File: config.mk
export PLATFORM = sky130hd
export DESIGN_NAME = digit_scan_ctrl
export DESIGN_NICKNAME = d
export VERILOG_FILES = /design/src/rtl/scan_pkg.sv /design/src/rtl/digit_next_sel.sv /design/src/rtl/digit_scan_ctrl.sv
export SDC_FILE = /design/constraint.sdc
export NUM_CORES = 1
export LEC_CHECK = 0
export BUFFER_PORTS_ARGS = -buffer_cell sky130_fd_sc_hd__buf_2
export CAP_MARGIN = 0
export CORE_UTILIZATION = 55
export CTS_BUF_LIST = sky130_fd_sc_hd__clkbuf_2 sky130_fd_sc_hd__clkbuf_4 sky130_fd_sc_hd__clkbuf_8
export DETAILED_ROUTE_END_ITERATION = 8
export PLACE_DENSITY = 0.78
export SYNTH_ARGS = -nofsm -noshare
export SYNTH_HDL_FRONTEND = slang
export SYNTH_SLANG_ARGS = --single-unit
File: constraint.sdc
create_clock -name clk_1ms -period 3.45 [get_ports clk_1ms]
set_clock_uncertainty 0.05 [all_clocks]
set_input_delay 0.345 -clock clk_1ms [delete_from_list [all_inputs] [get_ports clk_1ms]]
set_output_delay 0.345 -clock clk_1ms [all_outputs]
set_load 0.03 [all_outputs]
File: src/rtl/scan_pkg.sv
// scan_pkg: shared state encoding and scan-origin helper for the digit scan controller
package scan_pkg;
  typedef enum logic [1:0] {SHOW, GAP, IDLE} scan_state_t;
  function automatic int start_idx(input bit down, input int n);
    return down ? n - 1 : 0;
  endfunction
endpackage

File: src/rtl/digit_next_sel.sv
// digit_next_sel: next enabled position strictly after cur in scan direction, with wrap flag
module digit_next_sel #(
  parameter int N        = 5,
  parameter int SEL_W    = $clog2(N),
  parameter int DIR_DOWN = 1
) (
  input  logic [SEL_W-1:0] cur,
  input  logic [N-1:0]     digit_en,
  output logic [SEL_W-1:0] nxt,
  output logic             wrapped,
  output logic             found
);
  int idx;
  // Walk offsets from farthest to nearest so the nearest enabled position wins
  always_comb begin
    nxt = cur;
    idx = 0;
    found = |digit_en;
    for (int k = N; k >= 1; k--) begin
      idx = (DIR_DOWN != 0) ? ((int'(cur) >= k) ? int'(cur) - k : int'(cur) + N - k)
                            : ((int'(cur) + k >= N) ? int'(cur) + k - N : int'(cur) + k);
      if (digit_en[idx[SEL_W-1:0]]) nxt = idx[SEL_W-1:0];
    end
    wrapped = (DIR_DOWN != 0) ? (nxt >= cur) : (nxt <= cur);
  end
endmodule

File: src/rtl/digit_scan_ctrl.sv
// digit_scan_ctrl: multiplexed display scan FSM with dwell, anti-ghost gap and digit masking
module digit_scan_ctrl
  import scan_pkg::*;
#(
  parameter int NUM_DIGITS = 5,
  parameter int SEL_W      = $clog2(NUM_DIGITS),
  parameter int DWELL      = 1,
  parameter int BLANK      = 0,
  parameter int DIR_DOWN   = 1
) (
  input  logic                  clk_1ms,
  input  logic                  reset,
  input  logic                  tick_en,
  input  logic [NUM_DIGITS-1:0] digit_en,
  output logic [SEL_W-1:0]      digit_select,
  output logic [NUM_DIGITS-1:0] digit_onehot,
  output logic                  blank,
  output logic                  frame_start
);
  localparam int DW    = $clog2(DWELL + 1);
  localparam int GW    = (BLANK > 0) ? $clog2(BLANK + 1) : 1;
  localparam int START = start_idx(DIR_DOWN != 0, NUM_DIGITS);
  localparam int FAR   = start_idx(DIR_DOWN == 0, NUM_DIGITS);
  scan_state_t state, state_n;
  logic [DW-1:0] dwell_cnt, dwell_n;
  logic [GW-1:0] gap_cnt, gap_n;
  logic [SEL_W-1:0] sel_n, search_cur, nxt;
  logic fs_n, blank_n, adv, wrapped, found;
  // Searching from the far end makes IDLE exit land on the first enabled digit at/after START
  assign search_cur = (state == IDLE) ? SEL_W'(FAR) : digit_select;
  digit_next_sel #(.N(NUM_DIGITS), .SEL_W(SEL_W), .DIR_DOWN(DIR_DOWN)) u_next (
    .cur(search_cur), .digit_en(digit_en), .nxt(nxt), .wrapped(wrapped), .found(found)
  );
  always_comb begin
    state_n = state;
    sel_n = digit_select;
    dwell_n = dwell_cnt;
    gap_n = gap_cnt;
    fs_n = 1'b0;
    adv = 1'b0;
    if (!found) begin
      state_n = IDLE;
      dwell_n = '0;
      gap_n = '0;
    end else if (tick_en) begin
      if (state == IDLE) adv = 1'b1;
      else if (state == SHOW) begin
        if (!digit_en[digit_select] || dwell_cnt == DW'(DWELL - 1)) begin
          dwell_n = '0;
          if (digit_en[digit_select] && BLANK > 0) state_n = GAP;
          else adv = 1'b1;
        end else dwell_n = dwell_cnt + DW'(1);
      end else begin
        if (gap_cnt == GW'(BLANK - 1)) begin
          gap_n = '0;
          adv = 1'b1;
        end else gap_n = gap_cnt + GW'(1);
      end
    end
    if (adv) begin
      sel_n = nxt;
      fs_n = wrapped;
      state_n = SHOW;
    end
    blank_n = (state_n != SHOW) || !digit_en[sel_n];
  end
  always_ff @(posedge clk_1ms) begin
    if (reset) begin
      state <= SHOW;
      digit_select <= SEL_W'(START);
      dwell_cnt <= '0;
      gap_cnt <= '0;
      frame_start <= 1'b0;
      blank <= !digit_en[SEL_W'(START)];
    end else begin
      state <= state_n;
      digit_select <= sel_n;
      dwell_cnt <= dwell_n;
      gap_cnt <= gap_n;
      frame_start <= fs_n;
      blank <= blank_n;
    end
  end
  assign digit_onehot = blank ? '0 : NUM_DIGITS'(1) << digit_select;
endmodule

Word-level counts from Yosys, hierarchy flattened
Index checks and enable logic that the tools add are counted.
- input port bits: 8
- bits in registers: 9
- logic and storage cells: 88
- output and inout bits: 10
- shifts and indexed selects: 1
- add/sub/neg operators: 13
- reduce and logical (&&, ||, !) cells: 11
- bitwise logic cells: 5
- muxes and demuxes: 38
- order comparisons: 13
- equal/unequal tests: 1
- operators by type and width (kind ; number):
    $mux 3 ; 12
    $lt 3x4->1 const B ; 7
    $bmux 1 s3 ; 7
    $sub 3x3->3 const B ; 6
    $mux 1 ; 16
    $sub 3x2->3 const B ; 3
    $ge 3x2->1 const B ; 2
    $ge 3x3->1 const B ; 2
    $reduce_and 3->1 ; 2
    $mux 5 ; 1
    $not 1->1 ; 5
    $reduce_or 5->1 ; 1
    $shl 1x3->5 const A ; 1
    $mux 2 ; 2
    $reduce_or 2->1 ; 2
    $add 3x3->3 const B ; 1
    $ge 3x1->1 const B ; 1
    $ge 3x3->1 ; 1
    $sub 3x1->3 const B ; 1
    $add 1x1->1 const B ; 2
    $eq 2x2->1 const B ; 1
    $logic_not 1->1 ; 2
    $logic_not 2->1 ; 1
    $logic_or 1x1->1 ; 2
    $reduce_bool 2->1 ; 1

Logic depth before layout (Yosys ltp)
Gate-level depths: netlist (run 1).
- depth in word-level cells: 18
- depth in mapped cells: 20
- depth with buffers taken out: 19

Modules after synthesis
A second synthesis (run 1) with hierarchy kept.
- cells, all modules: 239
- area, all modules: 1889.3 sq um
- by module, submodules not included (module ; instances ; area an instance (sq um) ; seq. area each (sq um) ; cells each):
    digit_next_sel ; 1 ; 1275.0 ; 0.0 ; 170
    digit_scan_ctrl ; 1 ; 614.3 ; 180.2 ; 69

Least setup slack after synthesis (run 1)
Ideal clock, no wire load.
- path kind: reg2reg
- start: register digit_select[1]
- end: register blank
- library setup time: 122 ps
- required time: 3278 ps
- slack: -202 ps
- stages on the path, launching flop included: 13
- clock period less this slack: 3652 ps
- path buffers: 2
- data arrival time: 3480 ps
- cells stage by stage: dfxtp_1 -> buf_2 -> nand2_1 -> ha_1 -> clkbuf_1 -> mux2_2 -> o2111ai_1 -> and3_1 -> or4b_1 -> a31o_1 -> and2_1 -> o22a_1 -> o32a_1
- cells in the longest elaborated chain, start to end: 17
- elaborated cells between the ends (all ways): 54
- classes of those cells: 11 x add/sub; 5 x order compare; 33 x mux; 5 x reduce/logical
- ends and longest elaborated chain (element ; RTL line ; RTL):
    from (decl) ; digit_scan_ctrl.sv:15 ; output logic [SEL_W-1:0] digit_select,
    from (signal assigned) ; digit_scan_ctrl.sv:70 ; digit_select <= SEL_W'(START);
    from (signal assigned) ; digit_scan_ctrl.sv:77 ; digit_select <= sel_n;
    $mux 3 ; digit_scan_ctrl.sv:30 ; assign search_cur = (state == IDLE) ? SEL_W'(FAR) : digit_select;
    $add 3x3->3 ; digit_next_sel.sv:20 ; idx = (DIR_DOWN != 0) ? ((int'(cur) >= k) ? int'(cur) - k : int'(cur) + N - k)
    $sub 3x3->3 ; digit_next_sel.sv:20 ;
    $mux 3 ; digit_next_sel.sv:20 ;
    $bmux 1 s3 ; digit_next_sel.sv:22 ; if (digit_en[idx[SEL_W-1:0]]) nxt = idx[SEL_W-1:0];
    $mux 1 (not written as such) ; digit_next_sel.sv:22 ;
    $mux 3 (5 in series) ; digit_next_sel.sv:22 ;
    $mux 3 ; digit_scan_ctrl.sv:60 ; if (adv) begin
    $bmux 1 s3 ; digit_scan_ctrl.sv:65 ; blank_n = (state_n != SHOW) || !digit_en[sel_n];
    $mux 1 (not written as such) ; digit_scan_ctrl.sv:65 ;
    $logic_not 1->1 ; digit_scan_ctrl.sv:65 ;
    $logic_or 1x1->1 * ; digit_scan_ctrl.sv:65 ;
    named net blank_n ; digit_scan_ctrl.sv:28 ; logic fs_n, blank_n, adv, wrapped, found;
    $mux 1 * ; digit_scan_ctrl.sv:68 ; if (reset) begin
    to (signal assigned) ; digit_scan_ctrl.sv:74 ; blank <= !digit_en[SEL_W'(START)];
    to (signal assigned) ; digit_scan_ctrl.sv:81 ; blank <= blank_n;
    to (decl) ; digit_scan_ctrl.sv:17 ; output logic blank,
The timed path passes the listed nets; every way through them passes the cells marked *. The select of a mux whose other input is x is not followed.
A chain may end at the register's enable or synchronous reset.

Worst setup path after layout (run 1)
- start: register state[0]
- end: register frame_start
- cells in the longest elaborated chain, start to end: 13
- elaborated cells between the ends (all ways): 46
- classes of those cells: 11 x add/sub; 6 x order compare; 1 x eq/ne; 25 x mux; 1 x bitwise; 2 x reduce/logical
- ends and longest elaborated chain (element ; RTL line ; RTL):
    from (decl) ; digit_scan_ctrl.sv:24 ; scan_state_t state, state_n;
    from (signal assigned) ; digit_scan_ctrl.sv:76 ; state <= state_n;
    $eq 2x2->1 ; digit_scan_ctrl.sv:30, digit_scan_ctrl.sv:46 ;
    $mux 3 ; digit_scan_ctrl.sv:30 ;
    $add 3x3->3 ; digit_next_sel.sv:20 ;
    $sub 3x3->3 ; digit_next_sel.sv:20 ;
    $mux 3 ; digit_next_sel.sv:20 ;
    $bmux 1 s3 ; digit_next_sel.sv:22 ;
    $mux 1 (not written as such) ; digit_next_sel.sv:22 ;
    $mux 3 (5 in series) ; digit_next_sel.sv:22 ;
    $ge 3x3->1 ; digit_next_sel.sv:24 ; wrapped = (DIR_DOWN != 0) ? (nxt >= cur) : (nxt <= cur);
    to (signal assigned) ; digit_scan_ctrl.sv:80 ; frame_start <= fs_n;
    to (decl) ; digit_scan_ctrl.sv:18 ; output logic frame_start
Parallel ways exist; a longest one is shown, timed or not. The select of a mux whose other input is x is not followed.

==> results_dict.tcl, run 1 <==
set metrics [dict create \
    crit_type "flip-flop to flip-flop" \
    syn_area_per_cell_um2 7.07 \
    io_buffers 17 \
    synth_warnings 0 \
    vias 2224 \
    muxShareOfSynthArea_pct 9.41 \
    cp-start-kind "flip-flop" \
    dieHeight_um 60.6 \
    die_w_um 60.6 \
    antenna_cells 0 \
    period_share_pct 97.2 \
    synth_nets 287 \
    fin_cells 342 \
    multiInputGateArea_um2 1670 \
    numCtsBuffers 3 \
    ioPinCount 18 \
    min_path_type "input port to flip-flop" \
    ys_async_sr_fraction_pct 0 \
    crit_fanout 12 \
    slew_viol_final 0 \
    clk_pin_slew_ns 0.07 \
    cts_buffer_depth 2 \
    yosysSeqAreaShare_pct 9.54 \
    timing.hold.ws_ns 0.260 \
    total_power_mw 2.49 \
    antenna_found_initial 0 \
    cts_tree "yes" \
    nNetsFinal 319 \
    fmax_mhz 298 \
    mostFrequentLayoutCells "buf_4 (28), nand2_1 (26), buf_2 (17)" \
    ant_nets 0 \
    wl_um 6330 \
    setup_violations 0 \
    p_per_area_nw_per_um2 1090 \
    syn_inst 267 \
    grt_overflow 0 \
    h-tree-depth 1 \
    outcome "finished clean" \
    nFillCells 276 \
    seq_area_um2 184 \
    design.core.area_um2 3150 \
    synth_top_family_by_area "compound AO/OA/AOI/OAI gates" \
    detail_route.wl_per_cell_um 18.5 \
    min_period_ns 3.35 \
    ys_ff_latch 9 \
    synthAdderAreaFrac_pct 7.95 \
    cellLeakagePower_nw 0.954 \
    firstDrtPassIters 7 \
    hold_viol 0 \
    rows 20 \
    start_util_pct 59.9 \
    crit_required_ns 3.57 \
    synth_compound_area_share_pct 31.9 \
    drcViolationCount 0 \
    final_cell_area_um2 2280 \
    tns_ns 0 \
    cp.arrival_ns 3.47 \
    track_usage_pct 34.9 \
    synth_ff_type "dfxtp_1" \
    p_int_mw 1.16 \
    gp_congestion 0.953 \
    grt_max_degree 32 \
    first_iter_violations 144 \
    power_frac_comb_pct 90.1 \
    p_switching_mw 1.33 \
    synth-xor-area-share_pct 1.86 \
    final_common_cell "buf_4" \
    dp.cells 333 \
    hpwl_um 4500 \
    netlist_area_um2 1890 \
    dieArea_um2 3670 \
    clock-root-buffer "clkbuf_4" \
    p_clk_share_pct 3.6 \
    vdd_drop_max_mv 0.516 \
    grt_pass1_vias 1914 \
    end_kind "flip-flop" \
    netSwitchingFraction_pct 53.4 \
    synth-simple-area-share_pct 31.9 \
    syn2layout_area_growth_pct 20.9 \
    relSlewSlack_pct 62.6 \
    p_seq_share_pct 6.2 \
    dpl_cell_area_um2 2120 \
    insertion_delay_ns 0.28 \
    drv_cap 0 \
    tightest_slew_ns 0.559 \
    vias_per_cell 6.50 \
    grt_pass1_wl_um 9530 \
    final_layout_size_suffix_gt1_share_pct 30.2 \
    clock-sinks 9 \
    synth_cell_type_count 65 \
    synth-edff-count 0 \
]
-- layer usage --
metal / vias to the layer above / GRT usage [%] / share of wire, %
met3: 10 / 3.41 / 7.5
met2: 118 / 61.4 / 49
li1: 1061 / - / -
met1: 1035 / 47.9 / 43
met5: - / 0 / 0
met4: 0 / 2.92 / 0.95
-- layout make-up --
| type | instances | area share (%) |
|---|---|---|
| multi-input combinational | 227 | 72.9 |
| timing repair buffer | 46 | 13.4 |
| sequential | 9 | 8.05 |
| tap | 44 | 2.41 |
| inverter | 12 | 1.97 |
| clock buffer | 3 | 0.986 |
| clock inverter | 1 | 0.219 |
-- logic make-up (layout without fill, tap and decap cells) --
family,Yosys count,count (layout)
XOR/XNOR,4,4
buffers and inverters,31,62
multiplexers,16,16
adder cells (fa/ha/maj),12,12
AND/OR/NAND/NOR,110,110
AO/OA/AOI/OAI,85,85
flip-flops,9,9
-- registers in the layout, summed over array words and instances (netlist names) --
| signal | count |
|---|---|
| blank | 1 |
| digit_select | 3 |
| dwell_cnt | 1 |
| frame_start | 1 |
| gap_cnt | 1 |
| state | 2 |
-- cell usage after synthesis, types with 4 or more instances --
| cell | number | area share, % |
|---|---|---|
| nand3_1 | 7 | 1.9 |
| o31ai_1 | 4 | 1.6 |
| dfxtp_1 | 9 | 9.5 |
| mux2i_1 | 11 | 5.8 |
| o21ai_0 | 13 | 3.4 |
| buf_2 | 5 | 1.3 |
| nor2_1 | 15 | 3.0 |
| nand2_1 | 27 | 5.4 |
| a31oi_1 | 6 | 2.0 |
| nor4_1 | 4 | 1.3 |
| nand2b_1 | 9 | 3.0 |
| and2_1 | 5 | 1.7 |
| nor3_1 | 13 | 3.4 |
| clkbuf_1 | 10 | 2.0 |
| a211oi_1 | 5 | 2.0 |
| nor2b_1 | 4 | 1.3 |
| a31o_2 | 4 | 1.9 |
| o211ai_1 | 5 | 2.0 |
| inv_1 | 12 | 2.4 |
| ha_1 | 12 | 8.0 |
| a21oi_1 | 17 | 4.5 |
-- metrics by stage --
step           setup slack, ns  utilization (%)
2_1_floorplan           0.0199                -
3_3_place_gp            0.0566             67.2
3_5_place_dp           -0.0328             67.2
4_1_cts                 0.0246             68.1
5_1_grt                -0.0324             72.4
6_report                0.0976             72.4
-- worst max-delay path: stages, from the launching register on --
cell and delay, ns:
dfxtp_2 0.32, nand2b_4 0.15, nand2_2 0.12, inv_2 0.05
ha_1 0.21, inv_1 0.10, ha_4 0.21, nand2b_1 0.14
a211oi_1 0.07, o211ai_1 0.28, nand3_2 0.14, a211o_1 0.31
a31oi_2 0.23, o211ai_1 0.12, o31ai_1 0.08, ha_1 0.28
a21o_1 0.15, o21ai_0 0.14, a21oi_1 0.08
-- power groups by stage --
stage	Combinational, mW	Sequential [mW]	Clock (mW)
6_report	2.25	0.156	0.0904
3_3_place_gp	2.01	0.157	0
3_5_place_dp	2.01	0.156	0
5_1_grt	2.40	0.157	0.0963
4_1_cts	2.03	0.154	0.0881
2_1_floorplan	1.43	0.207	0
-- path summary, 6_finish.rpt --
path                                from                    endpoint  slack, ns  cells past startpoint
setup / recovery     state[0]$_SDFF_PP0_      frame_start$_SDFF_PP0_        0.1                     18
hold / removal                     reset  digit_select[0]$_SDFF_PP0_       0.26                      2
setup reg to reg     state[0]$_SDFF_PP0_      frame_start$_SDFF_PP0_        0.1                     18
hold reg to reg   dwell_cnt$_SDFFE_PP0P_      dwell_cnt$_SDFFE_PP0P_       0.41                      2
-- what timing repair did --
item / CTS / global route
endpoints found under the setup margin: 2 / 2
hold endpoints to repair: 0 / 0
resized for setup: 1 / 19
hold buffers: 0 / 0
pin swaps: 0 / 8
buffers inserted: 0 / 5
No activity file was read; power rests on OpenSTA's default activity.
==> inputs of run 2 (changes only) <==
--- a/config.mk
+++ b/config.mk
@@ -7,10 +7,10 @@
 export LEC_CHECK = 0
 export BUFFER_PORTS_ARGS = -buffer_cell sky130_fd_sc_hd__buf_2
 export CAP_MARGIN = 0
-export CORE_UTILIZATION = 55
+export CORE_UTILIZATION = 45
 export CTS_BUF_LIST = sky130_fd_sc_hd__clkbuf_2 sky130_fd_sc_hd__clkbuf_4 sky130_fd_sc_hd__clkbuf_8
 export DETAILED_ROUTE_END_ITERATION = 8
-export PLACE_DENSITY = 0.78
+export PLACE_DENSITY = 0.66
 export SYNTH_ARGS = -nofsm -noshare
 export SYNTH_HDL_FRONTEND = slang
 export SYNTH_SLANG_ARGS = --single-unit
==> run 2 against run 1 <==
Against the previous run:
- register-to-register slack got worse by 0.02 ns
- setup slack got worse by 0.017 ns
- clock power rose by 47%
- die area increased by 21%
- total power is 3.0% higher
- combinational power hardly changed
- count of clock-buffer cells in the layout increased by 1
- non-clock buffer count fell by 1
==> results_dict.tcl, run 2 (synthesized netlist as in run 1, its figures left out) <==
set metrics [dict create \
    worstSetupStartpoint "state[0]$_SDFF_PP0_" \
    ioPinCount 18 \
    timing.hold.ws_ns 0.336 \
    grt_max_degree 32 \
    relSlewSlack_pct 66.7 \
    cellLeakagePower_nw 0.952 \
    final_cell_area_um2 2340 \
    final_util_pct 58.6 \
    tns_ns 0 \
    vdd_drop_max_mv 0.748 \
    p_per_area_nw_per_um2 1090 \
    seq_area_um2 184 \
    cts_tree "yes" \
    pre_cts_ws_ns -0.0423 \
    wl_um 6410 \
    clock-sinks 9 \
    crit_chain "nand2b_4 > nand2_2 > buf_4 > ha_4 > mux2_2 > o2111ai_2 > and3_4 > or4b_1 > a31o_1 > and2_1 > o22a_1 > o32a_1" \
    cts_buffer_depth 2 \
    track_usage_pct 29.3 \
    setup_ws_ns 0.0801 \
    vias 2249 \
    gp_congestion 0.916 \
    outcome "finished clean" \
    syn2layout_area_growth_pct 24.2 \
    dieArea_um2 4460 \
    cp-start-kind "flip-flop" \
    crit_buf_inv 1 \
    io_buffers 17 \
    top_regs "digit_select: 3 flops, state: 2 flops" \
    hpwl_um 4550 \
    first_iter_violations 213 \
    hold_path.startpoint "reset" \
    r2r_cells 12 \
    vias_per_cell 6.48 \
    fin_cells 347 \
    mostFrequentLayoutCells "buf_4 (27), nand2_1 (26), buf_2 (17)" \
    crit_family "simple AND/OR/NAND/NOR gates" \
    rows 23 \
    antenna_found_initial 0 \
    grt_pass1_wl_um 9850 \
    nNetsFinal 318 \
    min_path_type "input port to flip-flop" \
    numCtsBuffers 3 \
    fmax_mhz 297 \
    end_kind "flip-flop" \
    critPathMaxStageDelay_ns 0.46 \
    slew_viol_final 0 \
    total_power_mw 2.57 \
    drv_cap 0 \
    design.core.area_um2 4000 \
    drcViolationCount 0 \
    hold_viol 0 \
    multiInputGateArea_um2 1700 \
    critPathSlowestCell "or4b_1" \
    clock-root-buffer "clkbuf_8" \
    min_period_ns 3.37 \
    dpl_cell_area_um2 2140 \
    setup_violations 0 \
    cp.arrival_ns 3.44 \
    crit_required_ns 3.52 \
    min_path_cells 2 \
    crit_fanout 5 \
    grt_overflow 0 \
    start_util_pct 47.2 \
    crit_type "flip-flop to flip-flop" \
    h-tree-depth 1 \
    reg2reg_from "state[0]$_SDFF_PP0_" \
    final_common_cell "buf_4" \
    largest_reg_flops 3 \
    grt_pass1_vias 1931 \
    worst-path-stages 12 \
    tightest_slew_ns 0.498 \
    largest_register "digit_select" \
    detail_route.wl_per_cell_um 18.5 \
    clk_pin_slew_ns 0.05 \
    die_w_um 66.8 \
    ant_nets 0 \
    period_share_pct 97.7 \
    dieHeight_um 66.8 \
    firstDrtPassIters 5 \
    insertion_delay_ns 0.23 \
    antenna_cells 0 \
    final_layout_size_suffix_gt1_share_pct 31.3 \
    nFillCells 398 \
    dp.cells 339 \
]
-- run 2: area by class of cell --
type	instances	share of cell area, %
flip-flops and latches	9	7.84
well taps	50	2.67
clock buffers	4	2.08
multi-input cells	227	72.4
inverters	12	1.92
repair buffers	45	13.1
-- run 2: path summary, 6_finish.rpt --
check | to | slack, ns
hold reg to reg | dwell_cnt$_SDFFE_PP0P_ | 0.40
setup / recovery | blank$_DFF_P_ | 0.08
hold / removal | digit_select[1]$_SDFF_PP0_ | 0.34
setup reg to reg | blank$_DFF_P_ | 0.08
-- run 2: worst reg2reg max path, stage by stage (launching register included) --
cell and delay [ns]:
dfxtp_2 0.32, nand2b_4 0.16, nand2_2 0.08, buf_4 0.15, ha_4 0.28, mux2_2 0.36, o2111ai_2 0.19, and3_4 0.21
or4b_1 0.46, a31o_1 0.27, and2_1 0.19, o22a_1 0.21, o32a_1 0.32
-- run 2: report_power, final --
part / leakage, nW / internal [mW] / switching (mW)
Combinational: 0.851 / 0.985 / 1.29
Clock: 0.0262 / 0.0887 / 0.0448
Sequential: 0.0749 / 0.135 / 0.0232
-- run 2: per-layer routing --
layer / routed length, um / GRT usage [%] / part of all wire [%] / vias to the layer above
met5: 0 / 0 / 0 / -
met4: 127 / 6.12 / 2.0 / 0
met3: 356 / 2.91 / 5.6 / 16
met2: 2980 / 48.9 / 47 / 86
met1: 2940 / 40.2 / 46 / 1084
li1: - / - / - / 1063
-- run 2: what timing repair did --
action,in CTS,in global routing
setup endpoints to repair,2,2
hold buffers,0,0
buffers inserted,0,4
cloned,0,0
pin swaps,0,6
resized for setup,1,28
